File: src/rtl/booth_mult_r4.sv
// booth_mult_r4 -- radix-4 Booth sequential multiplier with valid/ready on both sides.
//
// Retires two multiplier bits per cycle. A result takes ITER = WIDTH/2+1 cycles from the
// accepting edge. The result is held in DONE until the consumer takes it.
//
// Ports:
//   clk        rising-edge clock
//   rst        asynchronous reset, active-high
//   in_valid   operands and mode present
//   in_ready   block can accept an operation (IDLE only)
//   sgn        1: A, B two's complement; 0: A, B unsigned
//   A, B       multiplicand, multiplier (WIDTH bits)
//   out_valid  M holds a completed product
//   out_ready  consumer takes M
//   M          2*WIDTH-bit product, held until the next DONE or reset
//
// Optional feature macro: BOOTH_ZERO_SKIP_EN. When it is defined, a zero operand at
// acceptance finishes after one cycle with M=0.

module booth_mult_r4 #(
  parameter int unsigned WIDTH = 8
) (
  input  logic               clk,
  input  logic               rst,
  input  logic               in_valid,
  output logic               in_ready,
  input  logic               sgn,
  input  logic [WIDTH-1:0]   A,
  input  logic [WIDTH-1:0]   B,
  output logic               out_valid,
  input  logic               out_ready,
  output logic [2*WIDTH-1:0] M
);

  localparam int unsigned ITER = WIDTH / 2 + 1;
  localparam int unsigned CW   = $clog2(ITER);
  localparam int unsigned XW   = WIDTH + 2;  // extended operand width
  localparam int unsigned PW   = WIDTH + 3;  // upper partial product, holds +/-2A

  typedef enum logic [1:0] {StIdle, StCalc, StDone} state_e;

  state_e               state_q, state_d;
  logic [XW-1:0]        a_q, a_d;
  logic [PW-1:0]        p_q, p_d;
  logic [XW-1:0]        q_q, q_d;
  logic                 qm1_q, qm1_d;
  logic [CW-1:0]        cnt_q, cnt_d;
  logic [2*WIDTH-1:0]   m_q, m_d;

  logic [XW-1:0]        a_ext, b_ext;
  logic [PW-1:0]        a_sx, a_x2, addend, sum;
  logic [2:0]           triplet;
  logic signed [PW+XW-1:0] shift_v;

  always_comb begin
    a_ext   = {{2{sgn & A[WIDTH-1]}}, A};
    b_ext   = {{2{sgn & B[WIDTH-1]}}, B};
    a_sx    = {a_q[XW-1], a_q};
    a_x2    = {a_q, 1'b0};
    triplet = {q_q[1:0], qm1_q};
    addend  = '0;
    unique case (triplet)
      3'b001, 3'b010: addend = a_sx;
      3'b011:         addend = a_x2;
      3'b100:         addend = -a_x2;
      3'b101, 3'b110: addend = -a_sx;
      default:        addend = '0;
    endcase
    sum     = p_q + addend;
    // Arithmetic shift of the combined {P, Q} register; the dropped q[1] becomes q[-1].
    shift_v = $signed({sum, q_q}) >>> 2;
  end

  always_comb begin
    state_d   = state_q;
    a_d       = a_q;
    p_d       = p_q;
    q_d       = q_q;
    qm1_d     = qm1_q;
    cnt_d     = cnt_q;
    m_d       = m_q;
    in_ready  = (state_q == StIdle);
    out_valid = (state_q == StDone);

    unique case (state_q)
      StIdle: begin
        if (in_valid) begin
          a_d     = a_ext;
          q_d     = b_ext;
          p_d     = '0;
          qm1_d   = 1'b0;
          cnt_d   = '0;
          state_d = StCalc;
`ifdef BOOTH_ZERO_SKIP_EN
          // A single all-zero iteration lands the product (0) in M after one cycle.
          if ((A == '0) || (B == '0)) begin
            q_d   = '0;
            cnt_d = CW'(ITER - 1);
          end
`else
`endif
        end
      end
      StCalc: begin
        p_d   = shift_v[PW+XW-1:XW];
        q_d   = shift_v[XW-1:0];
        qm1_d = q_q[1];
        cnt_d = cnt_q + CW'(1);
        if (cnt_q == CW'(ITER - 1)) begin
          m_d     = shift_v[2*WIDTH-1:0];
          cnt_d   = '0;
          state_d = StDone;
        end
      end
      StDone: begin
        if (out_ready) state_d = StIdle;
      end
      default: state_d = StIdle;
    endcase
  end

  always_ff @(posedge clk or posedge rst) begin
    if (rst) begin
      state_q <= StIdle;
      a_q     <= '0;
      p_q     <= '0;
      q_q     <= '0;
      qm1_q   <= 1'b0;
      cnt_q   <= '0;
      m_q     <= '0;
    end else begin
      state_q <= state_d;
      a_q     <= a_d;
      p_q     <= p_d;
      q_q     <= q_d;
      qm1_q   <= qm1_d;
      cnt_q   <= cnt_d;
      m_q     <= m_d;
    end
  end

  assign M = m_q;

endmodule

File: config.mk
export PLATFORM = sky130hd
export DESIGN_NAME = booth_mult_r4
export DESIGN_NICKNAME = d
export VERILOG_FILES = /design/src/rtl/booth_mult_r4.sv
export SDC_FILE = /design/constraint.sdc
export NUM_CORES = 1
export LEC_CHECK = 0
export BUFFER_PORTS_ARGS = -buffer_cell sky130_fd_sc_hd__buf_2
export CAP_MARGIN = 10
export CORE_AREA = 2 2 86 88
export CTS_CLUSTER_SIZE = 12
export DETAILED_ROUTE_END_ITERATION = 16
export DIE_AREA = 0 0 88 90
export PLACE_DENSITY = 0.73
export SLEW_MARGIN = 30
export SYNTH_ARGS = -nofsm -noshare
export SYNTH_HDL_FRONTEND = slang
export SYNTH_SLANG_ARGS = --single-unit
File: constraint.sdc
create_clock -name clk -period 4.7 [get_ports clk]
set_input_delay 0.47 -clock clk [delete_from_list [all_inputs] [get_ports clk]]
set_output_delay 0.47 -clock clk [all_outputs]
set_load 0.02 [all_outputs]
==> summary.txt, run 1 <==
Timing
  • PnR worst setup slack: 0.830 ns
  • RSZ-0062 raised after global routing: no
  • Clock Skews: 0.0102 ns
  • Final Max Slew Viols: 0
  • Fmax: 258 MHz
  • Hold Fails Final Rpt: 0
  • Final setup vio count: 0
  • Relative slew slack: 0.417
  • Setup TNS: 0 ns
  • Ratio of final minimum period to clock period: 0.823
  • Slew of the pin with the lowest slew margin: 0.872 ns
  • Min Hold Slack: 0.230 ns
  • Tmin final: 3.87 ns

Finish
  • Area grow syn2layout: 10.3%
  • Post-layout nets: 414
  • Share of cells above drive strength 1: 0.184
  • # diodes: 0
  • # fillers: 655
  • Commonest non-fill, non-tap cell in the layout: nand2_1
  • Non-Filler Instances: 479
  • Commonest non-fill, non-tap cells in the layout: nand2_1 (79), dfrtp_1 (50), buf_2 (38)

Clock network
  • Worst-skew pair later-pin latency: 0.31 ns
  • Setup bufs post-CTS: 0
  • CTS root buf: clkbuf_8
  • CTS tree: built
  • CTS max path bufs: 2
  • CTS Sinks: 50
  • Cts bufs inserted: 5
  • Clock-pin transition on the worst setup and hold timing paths: 0.10 ns
  • CTS H-tree depth: 2
  • Post-cts resize count: 0
  • Hold Buf Count CTS: 0

Yosys
  • Fraction of registers with async set/reset: 1.00
  • Synth Warn #: 0
  • Avg Cell Area, Syn: 8.64 um2
  • Distinct cell type count after synthesis: 52
  • Yosys reg bits: 50
  • Syn Inst Count: 357
  • Ys flop type: dfrtp_1
  • Post-Syn Area: 3080 um2
  • Sequential fraction of the synthesis area: 0.406
  • Synth Net Count: 392
  • EDFF count, synth: 0

Route
  • DRC violations left: 0
  • Drt first-iter violations: 209
  • Via/cell ratio: 5.49
  • Final ANT Viol Nets: 0
  • DR pass1 iterations: 4
  • Final WL: 7.00 mm
  • Post-DR wirelength/cell: 14.6 um
  • Vias after detailed routing: 2632

Flow run
  • Max Cap Viol: 0

Worst setup path
  • Critical path class: reg2reg
  • Crit-path cells: inv_1, ha_1, or3b_4, nor3_1, nand2b_1, xor2_1, o32ai_1, nand2_1, o311ai_0, ha_1, a2111o_1, o21ai_1, o21ai_0, xnor2_1, o21bai_1, a22o_2
  • Setup crit start kind: flip-flop
  • CP max FO: 5
  • Crit. End Element: flip-flop
  • Critical Path Max Stage Delay: 0.43 ns
  • Slowest-stage cell, CP: dfrtp_1
  • WP data required: 4.91 ns
  • Arr. time, crit path: 4.08 ns
  • Crit-path most repeated cell: ha_1

Place
  • IO Port Bufs: 38
  • GPL Wtd Cong: 0.852
  • DP Wirelength: 4.86 mm
  • DP Cell Count: 471
  • Pre-CTS WS: 0.900 ns

Global routing
  • Congestion Overflow GR: 0
  • First-pass GRT wire length: 11.9 mm
  • Met2 GRT Util: 0.304
  • M1 GR Usage: 0.250
  • Grt met3 use: 0.0275
  • Largest net degree at the start of global routing: 51
  • Vias in the first global route: 2525
  • Grt peak-use layer: met2
  • Initial antenna violation count: 0
  • Overall routing resource usage: 0.187

Floorplanning
  • Placeable Area: 7020 um2
  • I/O pin count: 39
  • Initial cell density of the core: 0.439
  • # rows: 31
  • Die area: 7920 um2
  • Chip height: 90 um
  • Die X: 88 um

Outcome
  • Status: finished clean

Hold path
  • Hold Path Class: in2async
sequential cells by signal, indices dropped and copies added, names as in the netlist:
signal   cells
p_q          9
qm1_q        1
M           16
state_q      2
cnt_q        3
q_q         10
a_q          9
synthesized netlist by cell type (2+ instances only):
master,instances,area (um2)
a211oi_1,3,22.5
a21oi_1,12,60.1
a221oi_1,2,17.5
a22oi_1,3,22.5
a2bb2oi_2,2,30.0
a31oi_1,11,68.8
buf_1,3,11.3
buf_2,3,15.0
buf_6,2,22.5
clkbuf_1,14,52.6
dfrtp_1,50,1250
ha_1,13,163
inv_1,13,48.8
mux2_2,10,113
mux2i_1,2,20.0
nand2_1,79,297
nand2b_1,8,50.1
nand3_1,10,50.1
nor2_1,25,93.8
nor2b_1,2,12.5
nor3_1,5,25.0
nor4_4,2,42.5
o211ai_1,2,15.0
o21a_1,2,15.0
o21ai_0,32,160
o21ai_1,2,10.0
o21bai_1,2,15.0
o22ai_1,2,12.5
o31ai_1,4,30.0
xnor2_1,9,78.8
xor2_1,7,61.3
metrics by stage:
step | util | cell area, um2
final | 0.484 | 3400
after floorplan | - | 3080
after CTS | 0.484 | 3400
after detailed placement | 0.469 | 3290
after global routing | 0.484 | 3400
after global placement | 0.469 | 3290
cell families (layout without fill, tap and decap cells):
| group | count (synthesis) | count (layout) | synth area share |
|---|---|---|---|
| simple gates | 137 | 137 | 0.201 |
| compound gates | 92 | 92 | 0.195 |
| flops | 50 | 50 | 0.406 |
| buf+inv | 36 | 59 | 0.0503 |
| xor+xnor | 16 | 16 | 0.0455 |
| fa+ha+maj | 14 | 14 | 0.0593 |
| mux | 12 | 12 | 0.0430 |
area by class of cell:
cell class | instances | area (um2) | area share
Multi-Input combinational cell | 271 | 1680 | 0.494
Sequential cell | 50 | 1250 | 0.368
Timing Repair Buffer | 38 | 190 | 0.0559
Tap cell | 99 | 124 | 0.0364
Clock buffer | 7 | 96.3 | 0.0283
Inverter | 13 | 51.3 | 0.0151
Clock inverter | 1 | 8.76 | 0.00258
routing by layer:
layer | part of all wire | vias up | wire (um)
li1 | - | 1284 | -
met1 | 0.45 | 1269 | 3160
met2 | 0.48 | 67 | 3380
met3 | 0.042 | 12 | 294
met4 | 0.024 | 0 | 165
met5 | 0 | - | 0
final timing paths:
kind,from,endpoint,slack [ns],depth (start not counted)
min in group clk,A[4],a_q[4],0.34,3
hold / removal,rst,M[1],0.23,2
max in group asynchronous,rst,state_q[1],4.04,2
hold reg to reg,M[10],M[10],0.48,2
setup / recovery,a_q[0],p_q[9],0.83,16
setup reg to reg,a_q[0],p_q[9],0.83,16
critical path: cells and delay by family, from the launching register on:
kind / cells / cell delay, ns
compound gates: 7 / 1.37
simple gates: 4 / 0.91
fa+ha+maj: 2 / 0.52
xor+xnor: 2 / 0.43
flops: 1 / 0.43
buf+inv: 1 / 0.11
Power of run 1 is not shown: default switching activity piles up to over one toggle a cycle in this logic, so the estimate is an artifact.
==> inputs of run 2 (changes only) <==
==> constraint.sdc (replaced) <==
create_clock -name clk -period 3.8 [get_ports clk]
set_input_delay 0.38 -clock clk [delete_from_list [all_inputs] [get_ports clk]]
set_output_delay 0.38 -clock clk [all_outputs]
set_load 0.02 [all_outputs]
==> summary.txt, run 2 (same netlist as run 1, synthesis figures left out) <==
Clock network
  • CTS root buf: clkbuf_8
  • CTS tree: built
  • Worst-skew pair later-pin latency: 0.30 ns
  • CTS H-tree depth: 2
  • Clock-pin transition on the worst setup and hold timing paths: 0.09 ns
  • CTS Sinks: 50
  • Cts bufs inserted: 5
  • CTS max path bufs: 2

Route
  • Drt first-iter violations: 166
  • Final WL: 6.91 mm
  • DRC violations left: 0
  • Final ANT Viol Nets: 0
  • DR pass1 iterations: 4
  • Post-DR wirelength/cell: 14.2 um
  • Via/cell ratio: 5.29
  • Vias after detailed routing: 2568

Worst setup path
  • WP data required: 4.00 ns
  • CP max FO: 5
  • Crit. End Element: flip-flop
  • Setup crit start kind: flip-flop
  • Arr. time, crit path: 3.80 ns
  • Critical path class: reg2reg

Finish
  • # fillers: 661
  • Area grow syn2layout: 11.9%
  • Reg area: 1250 um2
  • Commonest non-fill, non-tap cells in the layout: nand2_1 (79), dfrtp_1 (50), buf_2 (38)
  • Largest register FFs: 16
  • Post-layout nets: 420
  • # diodes: 0
  • Area occupied by multi-input gates: 1700 um2
  • Commonest non-fill, non-tap cell in the layout: nand2_1
  • Share of cells above drive strength 1: 0.207

Timing
  • Slew of the pin with the lowest slew margin: 0.855 ns
  • Min Hold Slack: 0.143 ns
  • Tmin final: 3.60 ns
  • Ratio of final minimum period to clock period: 0.947
  • Clock Skews: 0.00760 ns
  • Relative slew slack: 0.430
  • Fmax: 278 MHz
  • Hold Fails Final Rpt: 0
  • Final setup vio count: 0
  • Final Max Slew Viols: 0

Floorplanning
  • Initial cell density of the core: 0.439
  • # rows: 31
  • I/O pin count: 39
  • Chip height: 90 um
  • Placeable Area: 7020 um2
  • Die X: 88 um
  • Die area: 7920 um2

Place
  • DP Wirelength: 4.96 mm
  • IO Port Bufs: 38
  • GPL Wtd Cong: 0.840

Global routing
  • Congestion Overflow GR: 0
  • Initial antenna violation count: 0
  • Overall routing resource usage: 0.183
  • Largest net degree at the start of global routing: 51
  • First-pass GRT wire length: 11.8 mm
  • Vias in the first global route: 2543

Hold path
  • Hold Path Class: in2async

Outcome
  • Status: finished clean

Flow run
  • Max Cap Viol: 0
-- run 2: cell count changes in the layout (fill, tap and decap cells not counted), sizes merged --
cell    before  now
clkbuf       7    6
clkinv       1    2
buf         38   44
-- run 2: layout make-up --
class	instances	area share
repair buffers	44	0.0682
flip-flops and latches	50	0.363
clock inverters	2	0.00399
well taps	99	0.0359
multi-input cells	271	0.493
clock buffers	6	0.0210
inverters	13	0.0149
-- run 2: what timing repair did --
item,CTS,global route
gates resized for setup,0,5
buffers inserted,0,1
hold buffers,0,0
endpoints found under the setup margin,0,1
-- run 2: per-layer routing --
layer	wire, um	up-vias	GRT usage
li1	-	1292	-
met1	2960	1191	0.243
met2	3510	77	0.308
met3	348	8	0.0266
met4	80	0	0.0526
met5	0	-	0
-- run 2: per-stage QoR --
step	instance area, um2	TNS [ns]	worst slack, ns	util	std cells
6_report	3450	0	0.200	0.491	485
5_1_grt	3450	-0.0191	-0.0191	0.491	485
4_1_cts	3420	0	0.0287	0.487	484
3_5_place_dp	3330	0	0.0625	0.474	476
3_3_place_gp	3330	0	0.224	0.474	476
2_1_floorplan	3080	0	0.437	-	357
-- run 2: critical path: stages (launching register included) --
cell	delay, ns
dfrtp_1	0.41
inv_1	0.12
ha_2	0.22
or3b_4	0.42
nor3_2	0.16
nand2b_1	0.18
xor2_2	0.18
o32ai_1	0.11
nand2_1	0.08
o311ai_0	0.15
ha_2	0.24
a2111o_1	0.42
o21ai_2	0.15
o21ai_0	0.13
xnor2_1	0.21
o21bai_1	0.09
a22o_2	0.22
-- run 2: path summary, 6_finish.rpt --
check                           cells past startpoint  slack, ns  endpoint    from
worst max-delay path                               16       0.20    p_q[9]  a_q[0]
worst min-delay path                                2       0.14      M[2]     rst
worst max register to register                     16       0.20    p_q[9]  a_q[0]
worst min register to register                      2       0.48      M[9]    M[9]
max in group asynchronous                           2       3.24      M[9]     rst
min in group clk                                    3       0.26    a_q[4]    A[4]
Power of run 2 is left out for the same reason.
==> inputs of run 3 (changes only) <==
--- a/config.mk
+++ b/config.mk
@@ -7,11 +7,13 @@
 export LEC_CHECK = 0
 export BUFFER_PORTS_ARGS = -buffer_cell sky130_fd_sc_hd__buf_2
 export CAP_MARGIN = 10
-export CORE_AREA = 2 2 86 88
+export CELL_PAD_IN_SITES_DETAIL_PLACEMENT = 1
+export CELL_PAD_IN_SITES_GLOBAL_PLACEMENT = 1
+export CORE_AREA = 2 2 87 89
 export CTS_CLUSTER_SIZE = 12
 export DETAILED_ROUTE_END_ITERATION = 16
-export DIE_AREA = 0 0 88 90
-export PLACE_DENSITY = 0.73
+export DIE_AREA = 0 0 89 91
+export PLACE_DENSITY = 0.88
 export SLEW_MARGIN = 30
 export SYNTH_ARGS = -nofsm -noshare
 export SYNTH_HDL_FRONTEND = slang
==> summary.txt, run 3 (same netlist as run 1, synthesis figures left out) <==
Route
  • DR pass1 iterations: 4
  • Final ANT Viol Nets: 0
  • DRC violations left: 0
  • Vias after detailed routing: 2790
  • Final WL: 8.76 mm
  • Post-DR wirelength/cell: 17.9 um
  • Drt first-iter violations: 142
  • Via/cell ratio: 5.71

Floorplanning
  • # rows: 31
  • Chip height: 91 um
  • I/O pin count: 39
  • Initial cell density of the core: 0.432
  • Die area: 8100 um2
  • Die X: 89 um
  • Placeable Area: 7140 um2

Timing
  • Hold Fails Final Rpt: 0
  • Tmin final: 3.67 ns
  • Clock Skews: 0.00539 ns
  • Slew of the pin with the lowest slew margin: 0.899 ns
  • Relative slew slack: 0.399
  • Fmax: 273 MHz
  • Final Max Slew Viols: 0
  • PnR worst setup slack: 0.131 ns
  • Ratio of final minimum period to clock period: 0.965
  • Final setup vio count: 0

Hold path
  • Hold Path Class: in2async

Finish
  • # fillers: 861
  • # diodes: 0
  • Post-layout nets: 425
  • Reg area: 1250 um2
  • Largest register FFs: 16
  • Share of cells above drive strength 1: 0.218
  • Area grow syn2layout: 14.2%
  • Commonest non-fill, non-tap cells in the layout: nand2_1 (79), dfrtp_1 (49), buf_2 (38)
  • Commonest non-fill, non-tap cell in the layout: nand2_1
  • Area occupied by multi-input gates: 1710 um2

Clock network
  • Clock-pin transition on the worst setup and hold timing paths: 0.10 ns
  • CTS max path bufs: 2
  • CTS tree: built
  • CTS Sinks: 50
  • CTS root buf: clkbuf_8
  • CTS H-tree depth: 2
  • Cts bufs inserted: 5
  • Worst-skew pair later-pin latency: 0.30 ns

Global routing
  • Congestion Overflow GR: 0
  • Overall routing resource usage: 0.230
  • Vias in the first global route: 3029
  • Largest net degree at the start of global routing: 51
  • Initial antenna violation count: 0
  • First-pass GRT wire length: 14.7 mm

Worst setup path
  • WP data required: 4.00 ns
  • Buffers & Inverters on Critical Path: 1
  • Crit. End Element: flip-flop
  • Slowest-stage cell, CP: dfrtp_2
  • Setup crit start kind: flip-flop
  • Top delay family on crit path: compound AO/OA/AOI/OAI gates
  • Arr. time, crit path: 3.87 ns
  • Crit-path cells: inv_1, ha_4, or3b_4, nor3_4, xnor2_1, nor2_1, a211oi_1, a21oi_1, a21oi_1, ha_1, a2111o_1, o21ai_2, o21ai_1, xnor2_1, o21bai_1, a22o_2
  • Critical Path Max Stage Delay: 0.46 ns
  • CP max FO: 6
  • Critical path class: reg2reg

Place
  • GPL Wtd Cong: 0.855
  • DP Wirelength: 6.10 mm
  • Pre-CTS WS: -0.0692 ns
  • IO Port Bufs: 38

Outcome
  • Status: finished clean

Flow run
  • Max Cap Viol: 0
-- run 3: cell types whose count changed in the layout (fill, tap and decap cells not counted), sizes merged --
cell    previous run  this run
buf               44        49
clkinv             2         0
bufinv             0         1
-- run 3: per-stage QoR --
step / cell area, um2 / hold slack, ns / cells / setup TNS, ns / utilization
finish: 3520 / 0.156 / 489 / 0 / 0.494
global route: 3520 / 0.227 / 489 / -0.0350 / 0.494
CTS: 3470 / 0.189 / 485 / 0 / 0.486
detailed placement: 3350 / 0.475 / 478 / -0.0692 / 0.469
global placement: 3340 / 0.458 / 478 / 0 / 0.468
floorplan: 3080 / 0.456 / 357 / 0 / -
-- run 3: worst paths after layout --
check,endpoint,startpoint,slack [ns],cells after the start
max reg2reg,p_q[9],a_q[1],0.13,16
min reg2reg,M[13],M[13],0.49,2
min,M[1],rst,0.16,2
max in group asynchronous,a_q[1],rst,3.21,2
min in group clk,a_q[5],A[5],0.26,3
max,p_q[9],a_q[1],0.13,16
-- run 3: layout make-up --
| type | instances | share of cell area |
|---|---|---|
| Sequential cell | 50 | 0.356 |
| Tap cell | 99 | 0.0352 |
| Multi-Input combinational cell | 271 | 0.485 |
| Clock buffer | 6 | 0.0234 |
| Clock inverter | 1 | 0.00853 |
| Inverter | 13 | 0.0146 |
| Timing Repair Buffer | 49 | 0.0774 |
-- run 3: metal layers --
layer  vias to the layer above  global-route usage  part of all wire
met5                         -                   0                 0
met4                         0              0.0920             0.032
met3                        22              0.0309             0.032
met2                        71               0.400              0.53
met1                      1397               0.281              0.41
li1                       1300                   -                 -
-- run 3: timing repair --
action | in CTS | in global routing
hold buffers | 0 | 0
resized for setup | 2 | 7
buffers inserted | 0 | 4
endpoints found under the setup margin | 1 | 1
pin swaps | 0 | 3
cloned | 0 | 0
Power of run 3 is left out for the same reason.
